==> src/rtl/ram_arb_pkg.sv <==
// Shared types and constants for the two-master RAM port arbiter.
package ram_arb_pkg;
    typedef enum logic {
        IDLE    = 1'b0,
        RD_WAIT = 1'b1
    } arb_state_e;

    localparam logic M0_IDX = 1'b0;
    localparam logic M1_IDX = 1'b1;

    localparam int AW_DEF = 12;
    localparam int DW_DEF = 32;

    function automatic int be_width(input int dw);
        return dw / 8;
    endfunction
endpackage

==> src/rtl/ram_bus_arbiter_if.sv <==
// Bundles both master request/response buses and the RAM port; slave = arbiter view.
interface ram_bus_arbiter_if
    import ram_arb_pkg::*;
#(
    parameter int AW = AW_DEF,
    parameter int DW = DW_DEF
);
    localparam int BW = be_width(DW);

    logic          m0_req, m0_we, m0_gnt, m0_rvalid;
    logic [AW-1:0] m0_addr;
    logic [DW-1:0] m0_wdata, m0_rdata;
    logic [BW-1:0] m0_be;

    logic          m1_req, m1_we, m1_gnt, m1_rvalid, m1_lock;
    logic [AW-1:0] m1_addr;
    logic [DW-1:0] m1_wdata, m1_rdata;
    logic [BW-1:0] m1_be;

    logic          mem_en, mem_we;
    logic [AW-1:0] mem_addr;
    logic [DW-1:0] mem_wdata, mem_rdata;
    logic [BW-1:0] mem_be;

    modport slave (
        input  m0_req, m0_we, m0_addr, m0_wdata, m0_be,
        output m0_gnt, m0_rvalid, m0_rdata,
        input  m1_req, m1_we, m1_addr, m1_wdata, m1_be, m1_lock,
        output m1_gnt, m1_rvalid, m1_rdata,
        output mem_en, mem_we, mem_addr, mem_wdata, mem_be,
        input  mem_rdata
    );

    modport master (
        output m0_req, m0_we, m0_addr, m0_wdata, m0_be,
        input  m0_gnt, m0_rvalid, m0_rdata,
        output m1_req, m1_we, m1_addr, m1_wdata, m1_be, m1_lock,
        input  m1_gnt, m1_rvalid, m1_rdata,
        input  mem_en, mem_we, mem_addr, mem_wdata, mem_be,
        output mem_rdata
    );
endinterface

==> src/rtl/ram_bus_arbiter_pick2.sv <==
// Combinational 2-way picker; ARB_ROUND_ROBIN_EN selects alternating ties, else M0 wins ties.
module arb_pick2
    import ram_arb_pkg::*;
(
    input  logic req0_i,
    input  logic req1_i,
    input  logic last_i,
    input  logic lock_i,
    output logic gnt0_o,
    output logic gnt1_o
);
    logic pick1;

`ifdef ARB_ROUND_ROBIN_EN
    assign pick1 = req1_i && (!req0_i || (last_i == M0_IDX));
`else
    logic unused_last;
    assign unused_last = last_i;
    assign pick1       = req1_i && !req0_i;
`endif

    // A held lock shuts M0 out completely, even when M1 is not requesting.
    assign gnt1_o = lock_i ? req1_i : pick1;
    assign gnt0_o = !lock_i && req0_i && !pick1;
endmodule

==> src/rtl/ram_bus_arbiter.sv <==
// Shares one synchronous-read RAM port between M0 (LSU) and M1 (DMA, lockable for bursts).
// Tie policy set by macro ARB_ROUND_ROBIN_EN (defined: alternate, undefined: M0 priority).
module ram_bus_arbiter
    import ram_arb_pkg::*;
#(
    parameter int AW = AW_DEF,
    parameter int DW = DW_DEF
) (
    input  logic               clk,
    input  logic               rst,
    ram_bus_arbiter_if.slave   bus
);
    localparam int BW = be_width(DW);

    arb_state_e    state_q;
    logic          owner_q, lock_q, last_q;
    logic          m0_rvalid_q, m1_rvalid_q;

    logic          idle, gnt0, gnt1, win_we;
    logic [AW-1:0] win_addr;
    logic [DW-1:0] win_wdata;
    logic [BW-1:0] win_be;

    // Grants are combinational, so gate them with rst to keep outputs quiet in reset.
    assign idle = (state_q == IDLE) && !rst;

    arb_pick2 u_pick (
        .req0_i (bus.m0_req && idle),
        .req1_i (bus.m1_req && idle),
        .last_i (last_q),
        .lock_i (lock_q),
        .gnt0_o (gnt0),
        .gnt1_o (gnt1)
    );

    assign win_we    = gnt1 ? bus.m1_we    : (gnt0 ? bus.m0_we    : 1'b0);
    assign win_addr  = gnt1 ? bus.m1_addr  : (gnt0 ? bus.m0_addr  : '0);
    assign win_wdata = gnt1 ? bus.m1_wdata : (gnt0 ? bus.m0_wdata : '0);
    assign win_be    = gnt1 ? bus.m1_be    : (gnt0 ? bus.m0_be    : '0);

    assign bus.m0_gnt    = gnt0;
    assign bus.m1_gnt    = gnt1;
    assign bus.mem_en    = gnt0 || gnt1;
    assign bus.mem_we    = win_we;
    assign bus.mem_addr  = win_addr;
    assign bus.mem_wdata = win_wdata;
    assign bus.mem_be    = win_be;

    assign bus.m0_rvalid = m0_rvalid_q;
    assign bus.m1_rvalid = m1_rvalid_q;
    assign bus.m0_rdata  = (state_q == RD_WAIT && owner_q == M0_IDX) ? bus.mem_rdata : '0;
    assign bus.m1_rdata  = (state_q == RD_WAIT && owner_q == M1_IDX) ? bus.mem_rdata : '0;

    always_ff @(posedge clk or posedge rst) begin
        if (rst) begin
            state_q     <= IDLE;
            owner_q     <= M0_IDX;
            lock_q      <= 1'b0;
            last_q      <= M1_IDX;
            m0_rvalid_q <= 1'b0;
            m1_rvalid_q <= 1'b0;
        end else begin
            m0_rvalid_q <= 1'b0;
            m1_rvalid_q <= 1'b0;
            case (state_q)
                IDLE: begin
                    if (gnt0 || gnt1) begin
                        last_q <= gnt1;
                        if (!win_we) begin
                            owner_q     <= gnt1;
                            state_q     <= RD_WAIT;
                            m0_rvalid_q <= gnt0;
                            m1_rvalid_q <= gnt1;
                        end
                    end
                end
                RD_WAIT: state_q <= IDLE;
                default: state_q <= IDLE;
            endcase
            if (state_q == IDLE && !bus.m1_lock)
                lock_q <= 1'b0;
            else if (gnt1 && bus.m1_lock)
                lock_q <= 1'b1;
        end
    end
endmodule

==> src/flat_wrapper.sv <==
// flat-port wrapper written by rule: the top's interface ports become plain ports
module ram_bus_arbiter_flat import ram_arb_pkg::*;
#(
    parameter int AW = AW_DEF,
    parameter int DW = DW_DEF
)
  (clk, rst, bus_m0_req, bus_m0_we, bus_m0_addr, bus_m0_wdata, bus_m0_be, bus_m0_gnt, bus_m0_rvalid, bus_m0_rdata, bus_m1_req, bus_m1_we, bus_m1_addr, bus_m1_wdata, bus_m1_be, bus_m1_lock, bus_m1_gnt, bus_m1_rvalid, bus_m1_rdata, bus_mem_en, bus_mem_we, bus_mem_addr, bus_mem_wdata, bus_mem_be, bus_mem_rdata);
  ram_bus_arbiter_if #(.AW(AW), .DW(DW)) bus_i ();
  input  logic clk;
  input  logic rst;
  input wire logic [$bits(bus_i.m0_req)-1:0] bus_m0_req;
  input wire logic [$bits(bus_i.m0_we)-1:0] bus_m0_we;
  input wire logic [$bits(bus_i.m0_addr)-1:0] bus_m0_addr;
  input wire logic [$bits(bus_i.m0_wdata)-1:0] bus_m0_wdata;
  input wire logic [$bits(bus_i.m0_be)-1:0] bus_m0_be;
  output wire logic [$bits(bus_i.m0_gnt)-1:0] bus_m0_gnt;
  output wire logic [$bits(bus_i.m0_rvalid)-1:0] bus_m0_rvalid;
  output wire logic [$bits(bus_i.m0_rdata)-1:0] bus_m0_rdata;
  input wire logic [$bits(bus_i.m1_req)-1:0] bus_m1_req;
  input wire logic [$bits(bus_i.m1_we)-1:0] bus_m1_we;
  input wire logic [$bits(bus_i.m1_addr)-1:0] bus_m1_addr;
  input wire logic [$bits(bus_i.m1_wdata)-1:0] bus_m1_wdata;
  input wire logic [$bits(bus_i.m1_be)-1:0] bus_m1_be;
  input wire logic [$bits(bus_i.m1_lock)-1:0] bus_m1_lock;
  output wire logic [$bits(bus_i.m1_gnt)-1:0] bus_m1_gnt;
  output wire logic [$bits(bus_i.m1_rvalid)-1:0] bus_m1_rvalid;
  output wire logic [$bits(bus_i.m1_rdata)-1:0] bus_m1_rdata;
  output wire logic [$bits(bus_i.mem_en)-1:0] bus_mem_en;
  output wire logic [$bits(bus_i.mem_we)-1:0] bus_mem_we;
  output wire logic [$bits(bus_i.mem_addr)-1:0] bus_mem_addr;
  output wire logic [$bits(bus_i.mem_wdata)-1:0] bus_mem_wdata;
  output wire logic [$bits(bus_i.mem_be)-1:0] bus_mem_be;
  input wire logic [$bits(bus_i.mem_rdata)-1:0] bus_mem_rdata;
  assign bus_i.m0_req = bus_m0_req;
  assign bus_i.m0_we = bus_m0_we;
  assign bus_i.m0_addr = bus_m0_addr;
  assign bus_i.m0_wdata = bus_m0_wdata;
  assign bus_i.m0_be = bus_m0_be;
  assign bus_m0_gnt = bus_i.m0_gnt;
  assign bus_m0_rvalid = bus_i.m0_rvalid;
  assign bus_m0_rdata = bus_i.m0_rdata;
  assign bus_i.m1_req = bus_m1_req;
  assign bus_i.m1_we = bus_m1_we;
  assign bus_i.m1_addr = bus_m1_addr;
  assign bus_i.m1_wdata = bus_m1_wdata;
  assign bus_i.m1_be = bus_m1_be;
  assign bus_i.m1_lock = bus_m1_lock;
  assign bus_m1_gnt = bus_i.m1_gnt;
  assign bus_m1_rvalid = bus_i.m1_rvalid;
  assign bus_m1_rdata = bus_i.m1_rdata;
  assign bus_mem_en = bus_i.mem_en;
  assign bus_mem_we = bus_i.mem_we;
  assign bus_mem_addr = bus_i.mem_addr;
  assign bus_mem_wdata = bus_i.mem_wdata;
  assign bus_mem_be = bus_i.mem_be;
  assign bus_i.mem_rdata = bus_mem_rdata;
  ram_bus_arbiter #(.AW(AW), .DW(DW)) u_core (.clk(clk), .rst(rst), .bus(bus_i));
endmodule
==> config.mk <==
export PLATFORM = sky130hd
export DESIGN_NAME = ram_bus_arbiter_flat
export DESIGN_NICKNAME = d
export VERILOG_FILES = /design/src/rtl/ram_arb_pkg.sv /design/src/rtl/ram_bus_arbiter_if.sv /design/src/rtl/ram_bus_arbiter_pick2.sv /design/src/rtl/ram_bus_arbiter.sv /design/src/flat_wrapper.sv
export SDC_FILE = /design/constraint.sdc
export NUM_CORES = 1
export LEC_CHECK = 0
export ABC_AREA = 1
export CORE_MARGIN = 10
export CORE_UTILIZATION = 19
export DETAILED_ROUTE_END_ITERATION = 10
export PLACE_DENSITY = 0.83
export SYNTH_ARGS = -nofsm -noshare
export SYNTH_HDL_FRONTEND = slang
export SYNTH_SLANG_ARGS = --single-unit
export TNS_END_PERCENT = 20
==> constraint.sdc <==
create_clock -name clk -period 2 [get_ports clk]
set_clock_uncertainty 0.1 [all_clocks]
set_input_delay 0.4 -clock clk [delete_from_list [all_inputs] [get_ports clk]]
set_output_delay 0.4 -clock clk [all_outputs]
set_load 0.02 [all_outputs]
# [After elaboration in Yosys (flattened, before gate mapping)]
# Index checks and enable logic that the tools add are counted.
[word_totals] inputBits=135 regBits=5
[classes] n_bitwise=3 muxes=22 n_reduce_logical=18
[ops] operator="$mux W32" count=4
[ops] operator="$mux W12" count=2
[ops] operator="$mux W1" count=13
[ops] operator="$logic_and A1 B1 Y1" count=10
[ops] operator="$mux W4" count=2
[ops] operator="$logic_not A1 Y1" count=5
[ops] operator="$not A1 Y1" count=3
[ops] operator="$reduce_and A3 Y1" count=1
[ops] operator="$pmux W1 S2" count=1
[ops] operator="$reduce_bool A2 Y1" count=1
[ops] operator="$logic_or A1 B1 Y1" count=1

# [Depth between registers and ports, before layout]
[logic_depth] ltp_word=12 ltp_mapped=8

# [Cells and area by module]
# Synthesis repeated with hierarchy kept, for this count alone.
[unflattened] cells_unflattened=304 hier_area_um2=1422.6
[by_module_without_submodules] mod="ram_bus_arbiter" seq_area_each_um2=151.4 instances=1 cells_each=299 area_each_um2=1398.8
[by_module_without_submodules] mod="arb_pick2" seq_area_each_um2=0.0 instances=1 cells_each=5 area_each_um2=23.8

# [Least setup slack after synthesis]
# OpenSTA, ideal clock, no wires.
[synth_path] kind="reg-to-output" startpoint="register u_core.state_q" endpoint="output port bus_mem_addr[10]" t_required_ns=1.500 path_slack_ns=0.276 path_stages_with_launch=7 t_arrival_ns=1.224 path_buffers=1 path_cell_list="dfrtp_1 > nor2_4 > nand2_2 > nor2_4 > buf_2 > nand2_1 > nand2_1"
[synth_between] word_cells_on_any_way=12 classes_between="3 x mux; 1 x bitwise; 8 x reduce/logical"
[synth_rtl] item="from (decl)" line="ram_bus_arbiter.sv:15" text="arb_state_e state_q;"
[synth_rtl] item="from (signal assigned)" line="ram_bus_arbiter.sv:56" text="state_q <= IDLE;"
[synth_rtl] item="from (signal assigned)" line="ram_bus_arbiter.sv:71" text="state_q <= RD_WAIT;"
[synth_rtl] item="from (signal assigned)" line="ram_bus_arbiter.sv:77" text="RD_WAIT: state_q <= IDLE;"
[synth_rtl] item="$not A1 Y1 (*)"
[synth_rtl] item="$logic_and A1 B1 Y1 (*)" line="ram_bus_arbiter.sv:25" text="assign idle = (state_q == IDLE) && !rst;"
[synth_rtl] item="$logic_and A1 B1 Y1" line="ram_bus_arbiter.sv:28" text=".req0_i (bus.m0_req && idle),"
[synth_rtl] item="$logic_not A1 Y1" line="ram_bus_arbiter_pick2.sv:19" text="assign pick1 = req1_i && !req0_i;"
[synth_rtl] item="$logic_and A1 B1 Y1" line="ram_bus_arbiter_pick2.sv:19"
[synth_rtl] item="$mux W1 (*)" line="ram_bus_arbiter_pick2.sv:23" text="assign gnt1_o = lock_i ? req1_i : pick1;"
[synth_rtl] item="via bus_m1_gnt" line="flat_wrapper.sv:25" text="output wire logic [$bits(bus_i.m1_gnt)-1:0] bus_m1_gnt;"
[synth_rtl] item="$mux W12 (*)" line="ram_bus_arbiter.sv:37" text="assign win_addr = gnt1 ? bus.m1_addr : (gnt0 ? bus.m0_addr : '0);"
[synth_rtl] item="to (decl)" line="flat_wrapper.sv:30" text="output wire logic [$bits(bus_i.mem_addr)-1:0] bus_mem_addr;"
# The timed path passes the listed nets; every way through them passes the cells marked *.

# [Worst setup path after layout]
[layout_path] startpoint="register u_core.state_q" endpoint="output port bus_mem_wdata[22]"
[layout_between] elab_chain_len=9 word_cells_on_any_way=12 classes_between="3 x mux; 1 x bitwise; 8 x reduce/logical"
[layout_lines] item="$not A1 Y1 (*)"
[layout_lines] item="$logic_and A1 B1 Y1 (*)" line="ram_bus_arbiter.sv:25"
[layout_lines] item="$logic_and A1 B1 Y1" line="ram_bus_arbiter.sv:28"
[layout_lines] item="$logic_not A1 Y1" line="ram_bus_arbiter_pick2.sv:19"
[layout_lines] item="$logic_and A1 B1 Y1" line="ram_bus_arbiter_pick2.sv:19"
[layout_lines] item="$logic_not A1 Y1" line="ram_bus_arbiter_pick2.sv:24" text="assign gnt0_o = !lock_i && req0_i && !pick1;"
[layout_lines] item="$logic_and A1 B1 Y1" line="ram_bus_arbiter_pick2.sv:24"
[layout_lines] item="$mux W32" line="ram_bus_arbiter.sv:38" text="assign win_wdata = gnt1 ? bus.m1_wdata : (gnt0 ? bus.m0_wdata : '0);"
[layout_lines] item="$mux W32 (*)" line="ram_bus_arbiter.sv:38"
[layout_lines] item="to (decl)" line="flat_wrapper.sv:31" text="output wire logic [$bits(bus_i.mem_wdata)-1:0] bus_mem_wdata;"
# Mark *: on every way between the ends. The rest lies on a longest branch, timed or not.

==> metrics.yaml <==
routing:
  vias_per_cell: 4.30
  vias: 2767
  route.detailed.drc: 0
  drt_pass1_iterations: 4
  drtAntennaViolNets: 0
  drt_iter0_markers: 95
  drt-total-wl_mm: 11.4
  post_drt_wl_per_cell_um: 17.8
global_routing:
  grt_pass1_vias: 2819
  grt_max_degree: 33
  grt_pass1_wl_mm: 15.5
  grt_use_total_pct: 18.9
  grt-ovfl-total: 0
  antenna_found_initial: 0
floorplan:
  fp.dieW_um: 101
  initial_core_util_pct: 19.7
  rows: 29
  num_io_pins: 253
  core-area_um2: 6390
  die_h_um: 101
  dieArea_um2: 10300
sta:
  min_period_over_period_pct: 108
  worstMarginPinSlew_ns: 0.270
  rsz0062_at_grt: "yes"
  slew_headroom_pct: 81.9
  period_minus_slack_ns: 2.17
  hold_ws_ns: 0.00325
  final-hold-violation-count: 0
  setup_violations: 40
  max_freq_mhz: 461
  slew_viol_final: 0
  finalWorstSetupSlack_ns: -0.169
synth:
  synth_compound_area_share_pct: 0.798
  synth_cells: 288
  syn_area_um2: 1250
  synth_xor_area_share_pct: 0
  synth_top_family_by_area: "simple AND/OR/NAND/NOR gates"
  synthDominantCellAreaShare_pct: 45.2
  synth_area_leaders: "nand2_1 (45%), nor2_1 (20%), inv_1 (12%)"
  synth-seq-cells: 5
  avgSynthCellArea_um2: 4.36
  yosysUniqueCellTypes: 14
  yosysSeqAreaShare_pct: 9.97
  yosys_warnings: 0
  synthAdderAreaFrac_pct: 0
  yosys.area_share.simple_pct: 69.5
  synthesis.nets: 423
  synth.mux.area_fraction_pct: 0
  synth_area_leader_cell: "nand2_1"
worst_setup_path:
  worstPathRequired_ns: 1.50
  crit_chain: "nor2_4, nand2_2, nor2_4, buf_6, buf_6, buf_16, buf_6, nand2_4, nand2_2, buf_6"
  worstSetupStartpointType: "flop"
  end_kind: "output port"
  path_class: "flop to output port"
  cpPeakStageDelay_ns: 0.41
  arrival_ns: 1.67
  critPathMaxFanout: 5
  cpMostUsedCell: "buf_6"
  cp_top_family: "buffers and inverters"
  critical_path.slowest_cell: "dfrtp_1"
  critPathBufInv: 5
hold_path:
  hp-class: "input pin to async pin"
finish:
  layout.nets: 702
  fill_cells: 523
  seqCellArea_um2: 125
  fin_util_pct: 66.6
  syn_to_final_growth_pct: 239
  multi_input_comb_area_um2: 1050
  mostFrequentLayoutCells: "clkdlybuf4s50_1 (133), nand2_1 (107), nor2_1 (66)"
  num_antenna_cells: 0
  final_common_cell: "clkdlybuf4s50_1"
  drive_gt1_share_pct: 37.1
place:
  hpwl_mm: 8.43
  io_buffers: 252
  gp_congestion: 0.804
status:
  violations: "negative setup slack"
  outcome: "complete, but fails checks"
run:
  max_cap_viol_count: 0
cts:
  cts_tree: "done"
  postCtsHoldBufs: 0
  cts_htree_levels: 1
  clock_tree.root_cell: "clkbuf_8"
  cts_inserted_buffers: 3
  clk_path_buf_depth: 2
  clk_pin_slew_ns: 0.04
  clock_latency_ns: 0.22
  cts_sinks: 5
power:
  pwr_density_cell_nw_per_um2: 350
  ir_worst_vdd_v: 0.000227
  p_leak_nw: 2.38
## kinds of logic after synthesis
kind of cell,count (synthesis)
AND/OR/NAND/NOR,225
buffers and inverters,56
flip-flops,5
AO/OA/AOI/OAI,2
## through the flow
stage / worst slack, ns / area [µm²] / std cells / setup TNS [ns] / total power [mW]
6_report: -0.169 / 4250 / 643 / -2.55 / 1.49
5_1_grt: -0.227 / 4250 / 643 / -4.82 / 1.57
4_1_cts: -0.170 / 4390 / 640 / -3.55 / 1.46
3_5_place_dp: -0.707 / 3920 / 613 / -41.97 / 1.19
3_3_place_gp: -0.670 / 3920 / 613 / -39.96 / 1.18
2_1_floorplan: 0.276 / 1250 / 288 / 0 / 0.534
## worst register-to-register path: stages, from the launching register on
cell,delay (ns)
dfrtp_1,0.41
nor2_4,0.11
nand2_2,0.07
nor2_4,0.16
buf_6,0.13
buf_4,0.11
buf_8,0.13
inv_1,0.06
nor2_1,0.13
inv_1,0.05
nand2_1,0.06
## flip-flops by register name (all words and copies together), names as in the netlist
register              cells
u_core.bus.m0_rvalid      1
u_core.bus.m1_rvalid      1
u_core.lock_q             1
u_core.owner_q            1
u_core.state_q            1
## timing repair
action | CTS | global route
setup endpoints to repair | 116 | 105
pin swaps | 11 | 24
gates resized for setup | 406 | 179
buffers inserted | 16 | 5
gates cloned | 7 | 3
## where the power goes
group          switching, mW  internal, mW  leakage [nW]
Sequential           0.00701         0.111        0.0668
Clock                 0.0479         0.137        0.0228
Combinational          0.574         0.611          2.29
## metal layers
layer / vias to the layer above / global-route usage [%] / part of all wire (%)
met5: - / 0 / 0
met4: 0 / 4.39 / 2.2
met3: 20 / 8.51 / 10
met2: 153 / 37.1 / 54
met1: 1219 / 17.2 / 34
li1: 1375 / - / -
## final timing paths
path	startpoint	cells past startpoint	end	slack [ns]
hold / removal	rst	2	u_core.state_q$_DFF_PP0_	0.003
setup reg to reg	u_core.state_q$_DFF_PP0_	10	u_core.owner_q$_DFFE_PP0P_	0.43
hold reg to reg	u_core.owner_q$_DFFE_PP0P_	2	u_core.owner_q$_DFFE_PP0P_	0.41
min in group clk	u_core.owner_q$_DFFE_PP0P_	2	u_core.owner_q$_DFFE_PP0P_	0.41
setup / recovery	u_core.state_q$_DFF_PP0_	10	bus_mem_wdata[22]	-0.17
max in group asynchronous	rst	2	u_core.bus.m1_rvalid$_DFF_PP0_	1.61
## synthesized netlist by cell type
cell type,instances
dfrtp_1,5
buf_2,6
a21oi_1,2
nand2_2,2
nand2_1,151
nand4_1,1
nor2_1,66
inv_1,39
inv_2,1
nor2_2,1
nor2_4,2
buf_6,4
nand3_1,2
clkbuf_1,6
## cell type report
cell class / count / share of cell area [%]
timing repair buffer: 290 / 65.5
tap: 77 / 2.26
clock buffer: 4 / 1.06
sequential: 5 / 2.94
inverter: 40 / 3.65
multi-input combinational: 227 / 24.6
No activity file was read; power rests on OpenSTA's default activity.
